`config.mk`:
```
export PLATFORM = sky130hd
export DESIGN_NAME = pw_feature_streamer
export DESIGN_NICKNAME = d
export VERILOG_FILES = /design/src/rtl/pw_feature_streamer.sv
export SDC_FILE = /design/constraint.sdc
export NUM_CORES = 1
export LEC_CHECK = 0
export BUFFER_PORTS_ARGS = -buffer_cell sky130_fd_sc_hd__buf_4
export CORE_MARGIN = 2
export CORE_UTILIZATION = 42
export CTS_CLUSTER_SIZE = 16
export DETAILED_ROUTE_END_ITERATION = 8
export PLACE_DENSITY = 0.62
export SLEW_MARGIN = 10
export SYNTH_ARGS = -nofsm -noshare
export SYNTH_HDL_FRONTEND = slang
export SYNTH_SLANG_ARGS = --single-unit
```
`constraint.sdc`:
```
create_clock -name clk -period 2.64 [get_ports clk]
set_clock_uncertainty 0.1 [all_clocks]
set_input_delay 0.132 -clock clk [delete_from_list [all_inputs] [get_ports clk]]
set_output_delay 0.132 -clock clk [all_outputs]
set_load 0.02 [all_outputs]
```
`src/rtl/pw_feature_streamer.sv`:
```
// pw_feature_streamer: reads a FEATURE_SIZE x FEATURE_SIZE x IN_CHANNELS feature map
// from a 1-cycle-latency buffer and streams it, pixel-major then channel, as a
// data/channel/valid beat stream with ready backpressure.
// Optional build macro PW_STREAM_LAST_EN adds last_out (high on each pixel's final channel).
// mem_rd_en is a combinational decode of state and FIFO occupancy (including this
// cycle's pop), so a slot freed this cycle can be refilled and sustain one beat per cycle.
module pw_feature_streamer #(
   parameter int unsigned N            = 16,
   parameter int unsigned IN_CHANNELS  = 40,
   parameter int unsigned FEATURE_SIZE = 14,
   localparam int unsigned ADDR_W      = $clog2(FEATURE_SIZE*FEATURE_SIZE*IN_CHANNELS),
   localparam int unsigned CH_W        = $clog2(IN_CHANNELS)
) (
   input  logic              clk,
   input  logic              rst_n,
   input  logic              start,
   output logic              mem_rd_en,
   output logic [ADDR_W-1:0] mem_addr,
   input  logic [N-1:0]      mem_rdata,
   output logic [N-1:0]      data_out,
   output logic [CH_W-1:0]   channel_out,
   output logic              valid_out,
`ifdef PW_STREAM_LAST_EN
   output logic              last_out,
`endif
   input  logic              ready_in,
   output logic              busy,
   output logic              done
);

   localparam int unsigned NPIX  = FEATURE_SIZE * FEATURE_SIZE;
   localparam int unsigned TOTAL = NPIX * IN_CHANNELS;
   localparam int unsigned PIX_W = (NPIX > 1) ? $clog2(NPIX) : 1;

   typedef enum logic [1:0] {S_IDLE, S_STREAM, S_DRAIN, S_DONE} state_e;

   state_e state_q, state_d;

   // read-side counters
   logic [PIX_W-1:0]  pix_q, pix_d;
   logic [CH_W-1:0]   ch_q, ch_d;
   logic [ADDR_W-1:0] addr_q, addr_d;
   logic [ADDR_W-1:0] beat_q, beat_d;

   // read in flight (data returns next cycle) with its tag
   logic              rvalid_q, rvalid_d;
   logic [CH_W-1:0]   rtag_ch_q, rtag_ch_d;

   // 2-entry FIFO: head entry doubles as the registered output
   logic [N-1:0]      head_data_q, head_data_d;
   logic [CH_W-1:0]   head_ch_q, head_ch_d;
   logic              head_vld_q, head_vld_d;
   logic [N-1:0]      sk_data_q, sk_data_d;
   logic [CH_W-1:0]   sk_ch_q, sk_ch_d;
   logic              sk_vld_q, sk_vld_d;
`ifdef PW_STREAM_LAST_EN
   logic              rtag_last_q, rtag_last_d;
   logic              head_last_q, head_last_d;
   logic              sk_last_q, sk_last_d;
`endif

   logic              busy_q, busy_d;
   logic              done_q, done_d;

   logic              pop_c;
   logic              start_ok_c;
   logic              last_rd_c;
   logic              last_beat_c;
   logic [1:0]        occ_c;
   logic              rd_en_c;

   // handshake, occupancy and read-issue decode
   always_comb begin
      pop_c       = head_vld_q & ready_in;
      start_ok_c  = start & ((state_q == S_IDLE) | (state_q == S_DONE));
      last_rd_c   = (pix_q == PIX_W'(NPIX - 1)) & (ch_q == CH_W'(IN_CHANNELS - 1));
      last_beat_c = (beat_q == ADDR_W'(TOTAL - 1));
      occ_c       = 2'(head_vld_q) + 2'(sk_vld_q) + 2'(rvalid_q) - 2'(pop_c);
      rd_en_c     = (state_q == S_STREAM) & (occ_c < 2'd2);
   end

   // state register
   always_ff @(posedge clk or negedge rst_n) begin
      if (!rst_n) state_q <= S_IDLE;
      else        state_q <= state_d;
   end

   // next-state logic
   always_comb begin
      state_d = state_q;
      unique case (state_q)
         S_IDLE, S_DONE: if (start) state_d = S_STREAM;
         S_STREAM:       if (rd_en_c && last_rd_c) state_d = S_DRAIN;
         S_DRAIN:        if (pop_c && last_beat_c) state_d = S_DONE;
         default:        state_d = S_IDLE;
      endcase
   end

   // counters, read pipeline, FIFO and status next-values
   always_comb begin
      pix_d       = pix_q;
      ch_d        = ch_q;
      addr_d      = addr_q;
      beat_d      = beat_q;
      rvalid_d    = rd_en_c;
      rtag_ch_d   = rtag_ch_q;
      head_data_d = head_data_q;
      head_ch_d   = head_ch_q;
      head_vld_d  = head_vld_q;
      sk_data_d   = sk_data_q;
      sk_ch_d     = sk_ch_q;
      sk_vld_d    = sk_vld_q;
`ifdef PW_STREAM_LAST_EN
      rtag_last_d = rtag_last_q;
      head_last_d = head_last_q;
      sk_last_d   = sk_last_q;
`endif
      busy_d      = (state_d == S_STREAM) | (state_d == S_DRAIN);
      done_d      = (state_d == S_DONE);

      // address walks linearly; channel/pixel counters only track position
      if (start_ok_c) begin
         pix_d  = '0;
         ch_d   = '0;
         addr_d = '0;
         beat_d = '0;
      end else begin
         if (rd_en_c && !last_rd_c) begin
            addr_d = addr_q + ADDR_W'(1);
            if (ch_q == CH_W'(IN_CHANNELS - 1)) begin
               ch_d  = '0;
               pix_d = pix_q + PIX_W'(1);
            end else begin
               ch_d  = ch_q + CH_W'(1);
            end
         end
         if (pop_c && !last_beat_c) beat_d = beat_q + ADDR_W'(1);
      end

      if (rd_en_c) begin
         rtag_ch_d   = ch_q;
`ifdef PW_STREAM_LAST_EN
         rtag_last_d = (ch_q == CH_W'(IN_CHANNELS - 1));
`endif
      end

      // FIFO: returning read data is the write; head is only replaced on pop or when empty
      if (pop_c) begin
         if (sk_vld_q) begin
            head_data_d = sk_data_q;
            head_ch_d   = sk_ch_q;
`ifdef PW_STREAM_LAST_EN
            head_last_d = sk_last_q;
`endif
            sk_vld_d    = rvalid_q;
            if (rvalid_q) begin
               sk_data_d = mem_rdata;
               sk_ch_d   = rtag_ch_q;
`ifdef PW_STREAM_LAST_EN
               sk_last_d = rtag_last_q;
`endif
            end
         end else if (rvalid_q) begin
            head_data_d = mem_rdata;
            head_ch_d   = rtag_ch_q;
`ifdef PW_STREAM_LAST_EN
            head_last_d = rtag_last_q;
`endif
         end else begin
            head_vld_d  = 1'b0;
         end
      end else if (rvalid_q) begin
         if (!head_vld_q) begin
            head_data_d = mem_rdata;
            head_ch_d   = rtag_ch_q;
            head_vld_d  = 1'b1;
`ifdef PW_STREAM_LAST_EN
            head_last_d = rtag_last_q;
`endif
         end else begin
            sk_data_d   = mem_rdata;
            sk_ch_d     = rtag_ch_q;
            sk_vld_d    = 1'b1;
`ifdef PW_STREAM_LAST_EN
            sk_last_d   = rtag_last_q;
`endif
         end
      end
   end

   // datapath and status registers
   always_ff @(posedge clk or negedge rst_n) begin
      if (!rst_n) begin
         pix_q       <= '0;
         ch_q        <= '0;
         addr_q      <= '0;
         beat_q      <= '0;
         rvalid_q    <= 1'b0;
         rtag_ch_q   <= '0;
         head_data_q <= '0;
         head_ch_q   <= '0;
         head_vld_q  <= 1'b0;
         sk_data_q   <= '0;
         sk_ch_q     <= '0;
         sk_vld_q    <= 1'b0;
`ifdef PW_STREAM_LAST_EN
         rtag_last_q <= 1'b0;
         head_last_q <= 1'b0;
         sk_last_q   <= 1'b0;
`endif
         busy_q      <= 1'b0;
         done_q      <= 1'b0;
      end else begin
         pix_q       <= pix_d;
         ch_q        <= ch_d;
         addr_q      <= addr_d;
         beat_q      <= beat_d;
         rvalid_q    <= rvalid_d;
         rtag_ch_q   <= rtag_ch_d;
         head_data_q <= head_data_d;
         head_ch_q   <= head_ch_d;
         head_vld_q  <= head_vld_d;
         sk_data_q   <= sk_data_d;
         sk_ch_q     <= sk_ch_d;
         sk_vld_q    <= sk_vld_d;
`ifdef PW_STREAM_LAST_EN
         rtag_last_q <= rtag_last_d;
         head_last_q <= head_last_d;
         sk_last_q   <= sk_last_d;
`endif
         busy_q      <= busy_d;
         done_q      <= done_d;
      end
   end

   assign mem_rd_en   = rd_en_c;
   assign mem_addr    = addr_q;
   assign data_out    = head_data_q;
   assign channel_out = head_ch_q;
   assign valid_out   = head_vld_q;
`ifdef PW_STREAM_LAST_EN
   assign last_out    = head_last_q;
`endif
   assign busy        = busy_q;
   assign done        = done_q;

endmodule

```
---- Yosys cells after proc, flatten, opt, wreduce, memory -nomap -nowiden ----
Index checks and enable logic that the tools add are counted.
word-level totals
  flip-flop bits (word level) ............. 97
  input port bits ......................... 20
  output and inout port bits .............. 39
cells by class
  add/sub/neg operators ................... 7
  magnitude comparators ................... 1
  equality and inequality tests ........... 14
  multiplexer cells ....................... 40
  bitwise logic cells ..................... 6
  reduce and logical (&&, ||, !) cells .... 19
operators with widths
  cell                                           count
  2-to-1 mux 16 bit                              9
  2-to-1 mux 6 bit                               12
  2-to-1 mux 13 bit                              4
  adder 13 x 1 -> 13 bit, second input constant  2
  2-to-1 mux 8 bit                               3
  == test 13 bit, second input constant          1
  nonzero test 2 bit                             6
  adder 8 x 1 -> 8 bit, second input constant    1
  == test 2 bit, second input constant           4
  == test 8 bit, second input constant           1
  2-to-1 mux 1 bit                               8
  != test 2 bit, second input constant           4
  adder 6 x 1 -> 6 bit, second input constant    1
  == test 6 bit, second input constant           1
  2-to-1 mux 2 bit                               3
  case mux 2 bit (3 select lines)                1
  AND reduction 3 bit                            2
  AND 1 bit                                      4
  == test 2 x 1 -> 1 bit, second input constant  2
  logical AND 1 bit                              4
  AND reduction 2 bit                            2
  AND reduction 4 bit                            1
  adder 1 x 1 -> 2 bit                           1
  adder 2 x 1 -> 2 bit                           1
  7 further kinds                                9

---- Depth between registers and ports, before layout ----
Gate-level depths: netlist of run 1.
  depth after elaboration ................. 10
  depth in mapped cells ................... 13

---- Worst setup path before layout of run 1 ----
Ideal clock, no wire load.
  path kind ............................... reg-to-reg
  start ................................... register head_vld_q (netlist: valid_out)
  end ..................................... register busy_q (netlist: busy)
  library setup time ...................... 0.126 ns
  arrival time ............................ 2.797 ns
  path slack .............................. -0.383 ns
  cell stages (with the launch flop) ...... 14
  cells stage by stage .................... dfrtp_1 and2_1 buf_2 inv_1 buf_2 ha_1 ha_1 a21oi_2 mux2i_1 buf_2 inv_1 a211oi_1 a211oi_1 ha_1
on the way
  cells in the longest elaborated chain, start to end .. 10
RTL lines
  item                                                            line  RTL
  from (decl)                                                     52    logic head_vld_q, head_vld_d;
  from (signal assigned)                                          222   head_vld_q <= head_vld_d;
  adder 1 x 1 -> 2 bit                                            78    occ_c = 2'(head_vld_q) + 2'(sk_vld_q) + 2'(rvalid_q) - 2'(pop_c);
  adder 2 x 1 -> 2 bit                                            78
  subtractor 2 x 1 -> 2 bit                                       78
  < comparator 2 bit                                              79    rd_en_c = (state_q == S_STREAM) & (occ_c < 2'd2);
  AND 1 bit                                                       79
  logical AND 1 bit                                               93    S_STREAM: if (rd_en_c && last_rd_c) state_d = S_DRAIN;
  2-to-1 mux 2 bit                                                93
  case mux 2 bit (3 select lines) *                               91    unique case (state_q)
  net state_d[1]                                                  37    state_e state_q, state_d;
  == test 2 x 1 -> 1 bit / == test 2 bit (equally long branches)  118   busy_d = (state_d == S_STREAM) | (state_d == S_DRAIN);
  bitwise OR 1 bit *                                              118
  net busy_d                                                      62    logic busy_q, busy_d;
  to (signal assigned)                                            231   busy_q <= busy_d;
  to (decl)                                                       62
Mark *: on every way through the listed nets, which the timed path passes. The rest lies on a longest branch.
A chain may end at the register's enable or synchronous reset.

---- Worst setup path after layout of run 1 ----
  start ................................... register head_vld_q (netlist: valid_out)
  end ..................................... output mem_rd_en
on the way
  cells in the longest elaborated chain, start to end .. 5
RTL lines
  item                         line  RTL
  adder 1 x 1 -> 2 bit         78
  adder 2 x 1 -> 2 bit         78
  subtractor 2 x 1 -> 2 bit *  78
  < comparator 2 bit *         79
  AND 1 bit *                  79
  to (decl)                    17    output logic mem_rd_en,
Mark *: on every way between the ends. The rest lies on a longest branch, timed or not.

==> results.cfg, run 1 <==
[sta]
layout_min_cycle_time_ps = 2550
max_freq_mhz = 392
hold_viol_final = 0
setup_ws_ps = 87.0
worstMarginPinSlew_ps = 722
setup_violations = 0
period_share = 0.967
rsz0062_at_grt = false
slew_violations = 0
whs_ps = 139
relSlewSlack = 0.519

[floorplanning]
dieArea_um2 = 12200
ioPinCount = 59
start_util = 0.434
core_area_um2 = 11000
rows = 38
die_w_um = 111
die_y_um = 111

[synth]
synthCells = 463
synth_flop_cell = dfrtp_1
ys_async_sr_fraction = 1.00
synth_warnings = 0
syn_area_um2 = 4770
ys_types = 46
syn_avg_cell_area_um2 = 10.3
seq_area_frac_synth = 0.509
synth-edff-count = 0
syn-num-nets = 494
yosys_register_bits = 97

[critical_path]
crit_type = reg2out
slowest_delay_ps = 400
worstPathRequired_ps = 2410
end_kind = output pin
startpoint_type = register
path_buf_inv = 4
crit_family = buffers and inverters
crit_fanout = 16
arrival_ps = 2320
path_cells = and2_4 > inv_4 > ha_4 > ha_4 > a21oi_4 > mux2i_4 > inv_4 > buf_4 > buf_4
worst_path_max_delay_cell = dfrtp_2

[grt]
grt.total_usage = 0.173
antenna_found_initial = 0
grt_pass1_vias = 3589
grt_pass1_wl_mm = 17.6
grt-ovfl-total = 0
grt_max_degree = 54

[cells_and_area]
utilization = 0.540
fill_cells = 986
final_common_cell = dfrtp_1
final_cell_mix = dfrtp_1, buf_4, nand2_1
drive_gt1_frac = 0.231
syn2layout_area_growth_pct = 24.3
final_nets = 568
design_area_um2 = 5930
antennaDiodeCount = 0

[cts]
clock_latency_ps = 340
clockBufferDepth = 2
cts-buffers-inserted = 9
clkTransAtPathRegs_ps = 70
cts_tree = yes
clkSinkCount = 97
h-tree-depth = 3
cts_root_buffer = clkbuf_16

[power_and_ir_drop]
p_leak_nw = 2.67
total_power_w = 0.00574
vdd_drop_max_uv = 602
p_per_area_nw_per_um2 = 968

[drt]
avgRoutedWirePerCell_um = 14.7
routed_wl_mm = 10.0
initialDrtViolationCount = 259
avgViaCountPerCell = 5.47
num_vias = 3732
ant_nets = 0
drt_pass1_iterations = 4
drc_errors = 0

[place]
place_congestion = 0.765
hpwl_mm = 6.51
portBuffers = 58
pre_cts_slack_ps = 204
place_area_um2 = 5440

[flow_run]
maxCapViolations = 0

[run_status]
run_status = completed

[min_path]
hp-class = in2reg
[where the power goes]
group / leakage, nW / internal, W / switching, W / total, W
Sequential: 1.24 / 0.00189 / 0.000252 / 0.00214
Clock: 0.146 / 0.000767 / 0.000571 / 0.00134
Combinational: 1.29 / 0.000984 / 0.00128 / 0.00226
[path summary, 6_finish.rpt]
path	from	end	slack [ps]	cells after the start
hold reg to reg	rtag_ch_q[1]$_DFFE_PN0P_	rtag_ch_q[1]$_DFFE_PN0P_	400	2
max in group asynchronous	rst_n	beat_q[11]$_DFFE_PN0P_	1470	3
min in group asynchronous	rst_n	data_out[12]$_DFFE_PN0P_	280	2
setup reg to reg	valid_out$_DFFE_PN0P_	pix_q[0]$_DFFE_PN0P_	240	9
hold / removal	ready_in	beat_q[6]$_DFFE_PN0P_	140	5
setup / recovery	valid_out$_DFFE_PN0P_	mem_rd_en	90	9
[layout make-up]
| class | count | area (um^2) | share of cell area |
|---|---|---|---|
| Clock inverter | 5 | 63.8 | 0.0108 |
| Timing Repair Buffer | 90 | 746 | 0.126 |
| Inverter | 10 | 42.5 | 0.00717 |
| Multi-Input combinational cell | 329 | 2230 | 0.376 |
| Tap cell | 140 | 175 | 0.0295 |
| Sequential cell | 97 | 2430 | 0.409 |
| Clock buffer | 11 | 243 | 0.0409 |
[Yosys cell counts, types with 3 or more instances]
| cell type | count | area [um^2] |
|---|---|---|
| a211oi_1 | 3 | 22.5 |
| a21oi_1 | 39 | 195 |
| and2_1 | 6 | 37.5 |
| buf_2 | 12 | 60.1 |
| clkbuf_1 | 10 | 37.5 |
| dfrtp_1 | 97 | 2430 |
| ha_1 | 11 | 138 |
| inv_1 | 10 | 37.5 |
| mux2_2 | 22 | 248 |
| mux2i_1 | 30 | 300 |
| nand2_1 | 45 | 169 |
| nand2b_1 | 12 | 75.1 |
| nand3_1 | 18 | 90.1 |
| nand4_1 | 9 | 56.3 |
| nor2_1 | 40 | 150 |
| nor3_1 | 3 | 15.0 |
| nor4_1 | 12 | 75.1 |
| o211ai_1 | 3 | 22.5 |
| o21a_1 | 3 | 22.5 |
| o21ai_0 | 14 | 70.1 |
| o31ai_1 | 9 | 67.6 |
| o41ai_1 | 4 | 35.0 |
| or3_1 | 7 | 43.8 |
| or4_1 | 7 | 52.6 |
| xnor2_1 | 4 | 35.0 |
[sequential cells by signal (all words and copies together) (netlist names)]
signal	flops
busy	1
data_out	16
sk_vld_q	1
rvalid_q	1
sk_ch_q	6
channel_out	6
done	1
pix_q	8
valid_out	1
mem_addr	13
sk_data_q	16
state_q	2
beat_q	13
ch_q	6
rtag_ch_q	6
[kinds of logic after synthesis]
| group | share of synthesized area |
|---|---|
| simple gates | 0.189 |
| fa+ha+maj | 0.0288 |
| flops | 0.509 |
| compound gates | 0.115 |
| mux | 0.115 |
| buf+inv | 0.0370 |
| xor+xnor | 0.00734 |
[layer usage]
layer,part of all wire,track usage,vias to the layer above
li1,-,-,1833
met1,0.50,0.251,1804
met2,0.44,0.262,85
met3,0.039,0.0285,10
met4,0.016,0.0650,0
met5,0,0,-
[metrics by stage]
| step | std cells | TNS (ps) |
|---|---|---|
| after global placement | 648 | 0 |
| after CTS | 682 | 0 |
| after detailed placement | 648 | 0 |
| after global routing | 682 | 0 |
| final | 682 | 0 |
| after floorplan | 463 | -63.4 |
[worst reg2reg max path, stage by stage, from the launching register on]
cell	delay, ps
dfrtp_2	400
and2_4	170
inv_4	60
ha_4	190
ha_4	270
a21oi_4	60
mux2i_4	210
buf_12	190
or4_1	530
a21oi_1	160
[timing repair]
action	4_1_cts	5_1_grt
gates resized for setup	0	1
hold buffers	18	0
hold endpoints to repair	76	0
endpoints found under the setup margin	0	1
setup buffers	0	0
No activity file was read; power rests on OpenSTA's default activity.
==> run 2: changes to the inputs <==
--- a/config.mk
+++ b/config.mk
@@ -10,7 +10,8 @@
 export CORE_UTILIZATION = 42
 export CTS_CLUSTER_SIZE = 16
 export DETAILED_ROUTE_END_ITERATION = 8
-export PLACE_DENSITY = 0.62
+export GPL_TIMING_DRIVEN = 0
+export PLACE_DENSITY = 0.6
 export SLEW_MARGIN = 10
 export SYNTH_ARGS = -nofsm -noshare
 export SYNTH_HDL_FRONTEND = slang
==> constraint.sdc (replaced) <==
create_clock -name clk -period 2.5 [get_ports clk]
set_clock_uncertainty 0.1 [all_clocks]
set_input_delay 0.125 -clock clk [delete_from_list [all_inputs] [get_ports clk]]
set_output_delay 0.125 -clock clk [all_outputs]
set_load 0.02 [all_outputs]
==> run 2 against run 1 <==
  * Power increased by 7.4%
  * Hold slack got worse by 67 ps
  * Combinational power increased by 15%
  * Clock power decreased by 3%
  * Utilization increased by 0.73 points
  * Via count increased by 3.2%
  * Sequential share of layout area decreased by 0.55 points
  * Cell count increased by 2.6%
  * Critical path type is now reg2reg
  * Highest routed layer unchanged
==> results.cfg, run 2 (synthesis gave the netlist of run 1 again) <==
[drt]
routed_wl_mm = 11.1
num_vias = 3850
drc_errors = 0
avgViaCountPerCell = 5.50
avgRoutedWirePerCell_um = 15.8
ant_nets = 0
drt_pass1_iterations = 4
initialDrtViolationCount = 269

[cts]
clockBufferDepth = 2
cts_root_buffer = clkbuf_16
h-tree-depth = 3
cts-buffers-inserted = 9
clock_latency_ps = 350
clkTransAtPathRegs_ps = 70
clkSinkCount = 97
cts_tree = yes

[power_and_ir_drop]
p_leak_nw = 2.72
vdd_drop_max_uv = 555
p_per_area_nw_per_um2 = 1030

[grt]
grt_pass1_wl_mm = 18.9
grt-ovfl-total = 0
grt_pass1_vias = 3757
grt.total_usage = 0.189
antenna_found_initial = 0
grt_max_degree = 98

[place]
place_congestion = 0.825
placedCellCount = 661
hpwl_mm = 7.18
place_area_um2 = 5450
pre_cts_slack_ps = -402
portBuffers = 58

[floorplanning]
rows = 38
ioPinCount = 59
start_util = 0.434
core_area_um2 = 11000
dieArea_um2 = 12200
die_y_um = 111
die_w_um = 111

[critical_path]
crit_type = reg2reg
reg2reg_to = busy$_DFF_PN0_
slowest_delay_ps = 400
worstRegToRegCells = 11
end_kind = register
cp-endpoint = busy$_DFF_PN0_
startpoint_type = register
rrSetupSlack_ps = 20
crit_fanout = 10
arrival_ps = 2610
cp-startpoint = valid_out$_DFFE_PN0P_
worst_path_max_delay_cell = dfrtp_2
r2r_start = valid_out$_DFFE_PN0P_
path_cells = and2_4 > inv_8 > ha_4 > ha_4 > a21oi_2 > mux2i_1 > buf_4 > buf_6 > o21ai_2 > a21oi_2 > ha_1
worstPathRequired_ps = 2630

[sta]
period_share = 0.991
slew_violations = 0
rsz0062_at_grt = true
worstMarginPinSlew_ps = 629
relSlewSlack = 0.581
setup_tns_ps = 0
layout_min_cycle_time_ps = 2480
hold_viol_final = 0
setup_ws_ps = 22.3
max_freq_mhz = 404
setup_violations = 0

[cells_and_area]
final_cell_mix = dfrtp_1, buf_4, nand2_1
antennaDiodeCount = 0
design_area_um2 = 6010
syn2layout_area_growth_pct = 26.0
fin_cells = 700
final_nets = 587
drive_gt1_frac = 0.246
final_common_cell = dfrtp_1
multi_input_area_um2 = 2230
seqCellArea_um2 = 2430
fill_cells = 961

[run_status]
run_status = completed

[min_path]
hp-class = in2async

[flow_run]
maxCapViolations = 0
==> run 2: cell count changes in the layout (fill, tap and decap cells not counted), sizes merged <==
| cell | previous run | this run |
|---|---|---|
| clkbuf | 11 | 22 |
| bufinv | 1 | 0 |
| inv | 11 | 10 |
| buf | 72 | 81 |
==> run 2: stage by stage <==
stage / hold WS (ps) / util / total power [W]
floorplan: -271 / - / 0.00385
global placement: 270 / 0.496 / 0.00464
detailed placement: 274 / 0.496 / 0.00471
CTS: 95.4 / 0.542 / 0.00617
global route: 79.2 / 0.547 / 0.00660
finish: 72.8 / 0.547 / 0.00616
==> run 2: critical path, delay by kind of cell, from the launching register on <==
kind,cells,cell delay [ps]
adders and majority gates,3,650
buffers and inverters,3,430
DFF,1,400
muxes,1,230
AOI/OAI and AO/OA,3,370
and+or+nand+nor,1,160
==> run 2: where the power goes <==
part	leakage [nW]	internal (W)	switching, W
clock	0.134	0.000720	0.000580
sequential	1.24	0.00200	0.000274
combinational	1.34	0.00112	0.00147
total	2.72	0.00384	0.00233
==> run 2: timing repair <==
action,in CTS,in global routing
setup buffers,7,1
hold endpoints to repair,55,0
pin swaps,2,4
gates resized for setup,9,9
hold buffers,18,0
endpoints found under the setup margin,39,21
cloned,0,0
==> run 2: final cells by class <==
class | instances | area share
buffer | 24 | 0.0231
multi-input combinational | 329 | 0.370
clock inverter | 3 | 0.00291
timing repair buffer | 85 | 0.119
sequential | 97 | 0.404
clock buffer | 12 | 0.0427
inverter | 10 | 0.00833
tap | 140 | 0.0291
==> run 2: worst min path at each step <==
stage / startpoint / to / slack [ps] / depth (start not counted)
6_report: rst_n / data_out[14]$_DFFE_PN0P_ / 70 / 2
5_1_grt: rst_n / sk_data_q[14]$_DFFE_PN0P_ / 80 / 2
4_1_cts: start / mem_addr[11]$_DFFE_PN0P_ / 100 / 4
3_5_place_dp: mem_rdata[10] / sk_data_q[10]$_DFFE_PN0P_ / 270 / 2
3_3_place_gp: mem_rdata[8] / sk_data_q[8]$_DFFE_PN0P_ / 270 / 2
2_1_floorplan: rst_n / beat_q[0]$_DFFE_PN0P_ / -270 / 0
==> run 2: per-layer routing <==
layer  GRT usage  share of wire
met1       0.260           0.47
met2       0.297           0.47
met3      0.0329          0.052
met4      0.0775         0.0087
met5           0              0
==> run 3: changes to the inputs <==
--- a/config.mk
+++ b/config.mk
@@ -5,13 +5,13 @@
 export SDC_FILE = /design/constraint.sdc
 export NUM_CORES = 1
 export LEC_CHECK = 0
-export BUFFER_PORTS_ARGS = -buffer_cell sky130_fd_sc_hd__buf_4
 export CORE_MARGIN = 2
 export CORE_UTILIZATION = 42
 export CTS_CLUSTER_SIZE = 16
 export DETAILED_ROUTE_END_ITERATION = 8
+export DONT_BUFFER_PORTS = 1
 export GPL_TIMING_DRIVEN = 0
-export PLACE_DENSITY = 0.6
+export PLACE_DENSITY = 0.55
 export SLEW_MARGIN = 10
 export SYNTH_ARGS = -nofsm -noshare
 export SYNTH_HDL_FRONTEND = slang
==> run 3 against run 2 <==
  * The flow now finishes with violations (negative hold slack, negative setup slack)
  * Sequential share of layout area grew 1.2 points
  * Register-to-register slack got worse by 200 ps
  * Final area fell by 3.0%
  * Clock-buffer cell count decreased by 2
  * Via count is 5.1% lower
  * Die area stayed put
  * Power rose by 1.1%
  * First-iteration DRC count decreased by 25%
  * Routed wire length rose by 1.5%
  * Combinational power decreased by 11%
  * Utilization fell by 1.6 points
  * Global-route usage rose by 0.18 points
  * Critical endpoint is now mem_addr[12]$_DFFE_PN0P_
  * Largest power group is now registers
==> results.cfg, run 3 (synthesis gave the netlist of run 1 again) <==
[sta]
rsz0062_at_grt = true
period_share = 1.07
hold_viol_final = 97
slew_violations = 0
setup_violations = 31
whs_ps = -631
relSlewSlack = 0.417
layout_min_cycle_time_ps = 2670
max_freq_mhz = 374
setup_ws_ps = -174
worstMarginPinSlew_ps = 875

[critical_path]
path_buf_inv = 5
end_kind = register
crit_type = reg2reg
crit_fanout = 8
worst_path_max_delay_cell = dfrtp_2
cpMostUsedCell = ha_4
crit_family = buffers and inverters
path_cells = and2_4 > inv_8 > ha_4 > ha_4 > a21oi_4 > mux2i_2 > buf_6 > buf_8 > buf_12 > buf_16 > o311ai_4 > o41ai_2
arrival_ps = 2790
startpoint_type = register
slowest_delay_ps = 520
worstPathRequired_ps = 2620

[cells_and_area]
antennaDiodeCount = 0
final_nets = 529
final_cell_mix = dfrtp_1, nand2_1, nor2_1
drive_gt1_frac = 0.213
fill_cells = 987
final_common_cell = dfrtp_1
syn2layout_area_growth_pct = 22.2

[cts]
clkSinkCount = 97
clkTransAtPathRegs_ps = 70
cts-buffers-inserted = 9
hold_buffers = 17
clock_latency_ps = 350
clockBufferDepth = 2
cts_tree = yes
cts_root_buffer = clkbuf_16
h-tree-depth = 3

[grt]
grt-ovfl-total = 0
grt_pass1_wl_mm = 19.0
antenna_found_initial = 0
grt_max_degree = 98
grt_pass1_vias = 3740
grt.total_usage = 0.191

[power_and_ir_drop]
intPower_w = 0.00380
p_per_area_nw_per_um2 = 1070
total_power_w = 0.00623
clkPwrFrac = 0.219
power_frac_comb = 0.371
switchingPower_w = 0.00243
seq_power_share = 0.410
switching_share = 0.390
vdd_drop_max_uv = 553
p_leak_nw = 2.48

[floorplanning]
dieArea_um2 = 12200
die_w_um = 111
start_util = 0.434
rows = 38
core_area_um2 = 11000
die_y_um = 111
ioPinCount = 59

[flow_run]
maxCapViolations = 0

[drt]
avgViaCountPerCell = 5.69
initialDrtViolationCount = 202
routed_wl_mm = 11.3
ant_nets = 0
drc_errors = 0
num_vias = 3654
drt_pass1_iterations = 4
avgRoutedWirePerCell_um = 17.5

[min_path]
hp-class = in2async

[place]
portBuffers = 0
hpwl_mm = 6.85
place_congestion = 0.766
pre_cts_slack_ps = -503

[run_status]
failed_checks = negative hold slack, negative setup slack
run_status = complete, but fails checks
run 3: final cells by class:
class	count	area, um^2	area share
Clock inverter	5	57.6	0.00987
Sequential cell	97	2430	0.416
Clock buffer	10	229	0.0393
Multi-Input combinational cell	329	2440	0.419
Tap cell	140	175	0.0300
Buffer	25	166	0.0285
Timing Repair Buffer	26	282	0.0483
Inverter	10	50.0	0.00858
run 3: worst paths after layout:
check                                          from                  endpoint  slack, ps  cells after the start
max                           valid_out$_DFFE_PN0P_  mem_addr[12]$_DFFE_PN0P_       -170                     12
min                                           rst_n  sk_data_q[9]$_DFFE_PN0P_       -630                      0
max reg2reg                   valid_out$_DFFE_PN0P_  mem_addr[12]$_DFFE_PN0P_       -170                     12
min reg2reg                rtag_ch_q[3]$_DFFE_PN0P_  rtag_ch_q[3]$_DFFE_PN0P_        400                      2
max in group asynchronous                     rst_n            busy$_DFF_PN0_       2770                      0
min in group clk                              start   mem_addr[5]$_DFFE_PN0P_         30                      3
run 3: power groups by stage:
stage	sequential [W]	combinational, W	clock, W
global placement	0.00256	0.00169	0
CTS	0.00255	0.00216	0.00140
global route	0.00262	0.00253	0.00147
floorplan	0.00249	0.00136	0
detailed placement	0.00258	0.00174	0
finish	0.00255	0.00231	0.00136
run 3: stage by stage:
step | std cells | cell area [um^2] | hold slack, ps | TNS, ps | utilization
3_3_place_gp | 603 | 5010 | -269 | -8480 | 0.456
5_1_grt | 642 | 5830 | -650 | -5900 | 0.531
4_1_cts | 642 | 5700 | -642 | -1420 | 0.519
2_1_floorplan | 463 | 4840 | -271 | -376 | -
6_report | 642 | 5830 | -631 | -1890 | 0.531
3_5_place_dp | 603 | 5010 | -268 | -9110 | 0.456
run 3: layer usage:
metal / part of all wire / global-route usage / up-vias
met3: 0.050 / 0.0390 / 22
met2: 0.46 / 0.307 / 98
met1: 0.47 / 0.251 / 1789
li1: - / - / 1745
met4: 0.022 / 0.0817 / 0
met5: 0 / 0 / -
run 3: repair_timing:
item                       4_1_cts  5_1_grt
hold endpoints to repair       131       97
cloned                           2        0
resized for setup               33       30
pin swaps                       23       10
setup endpoints to repair       39       42
buffers inserted                 7        1
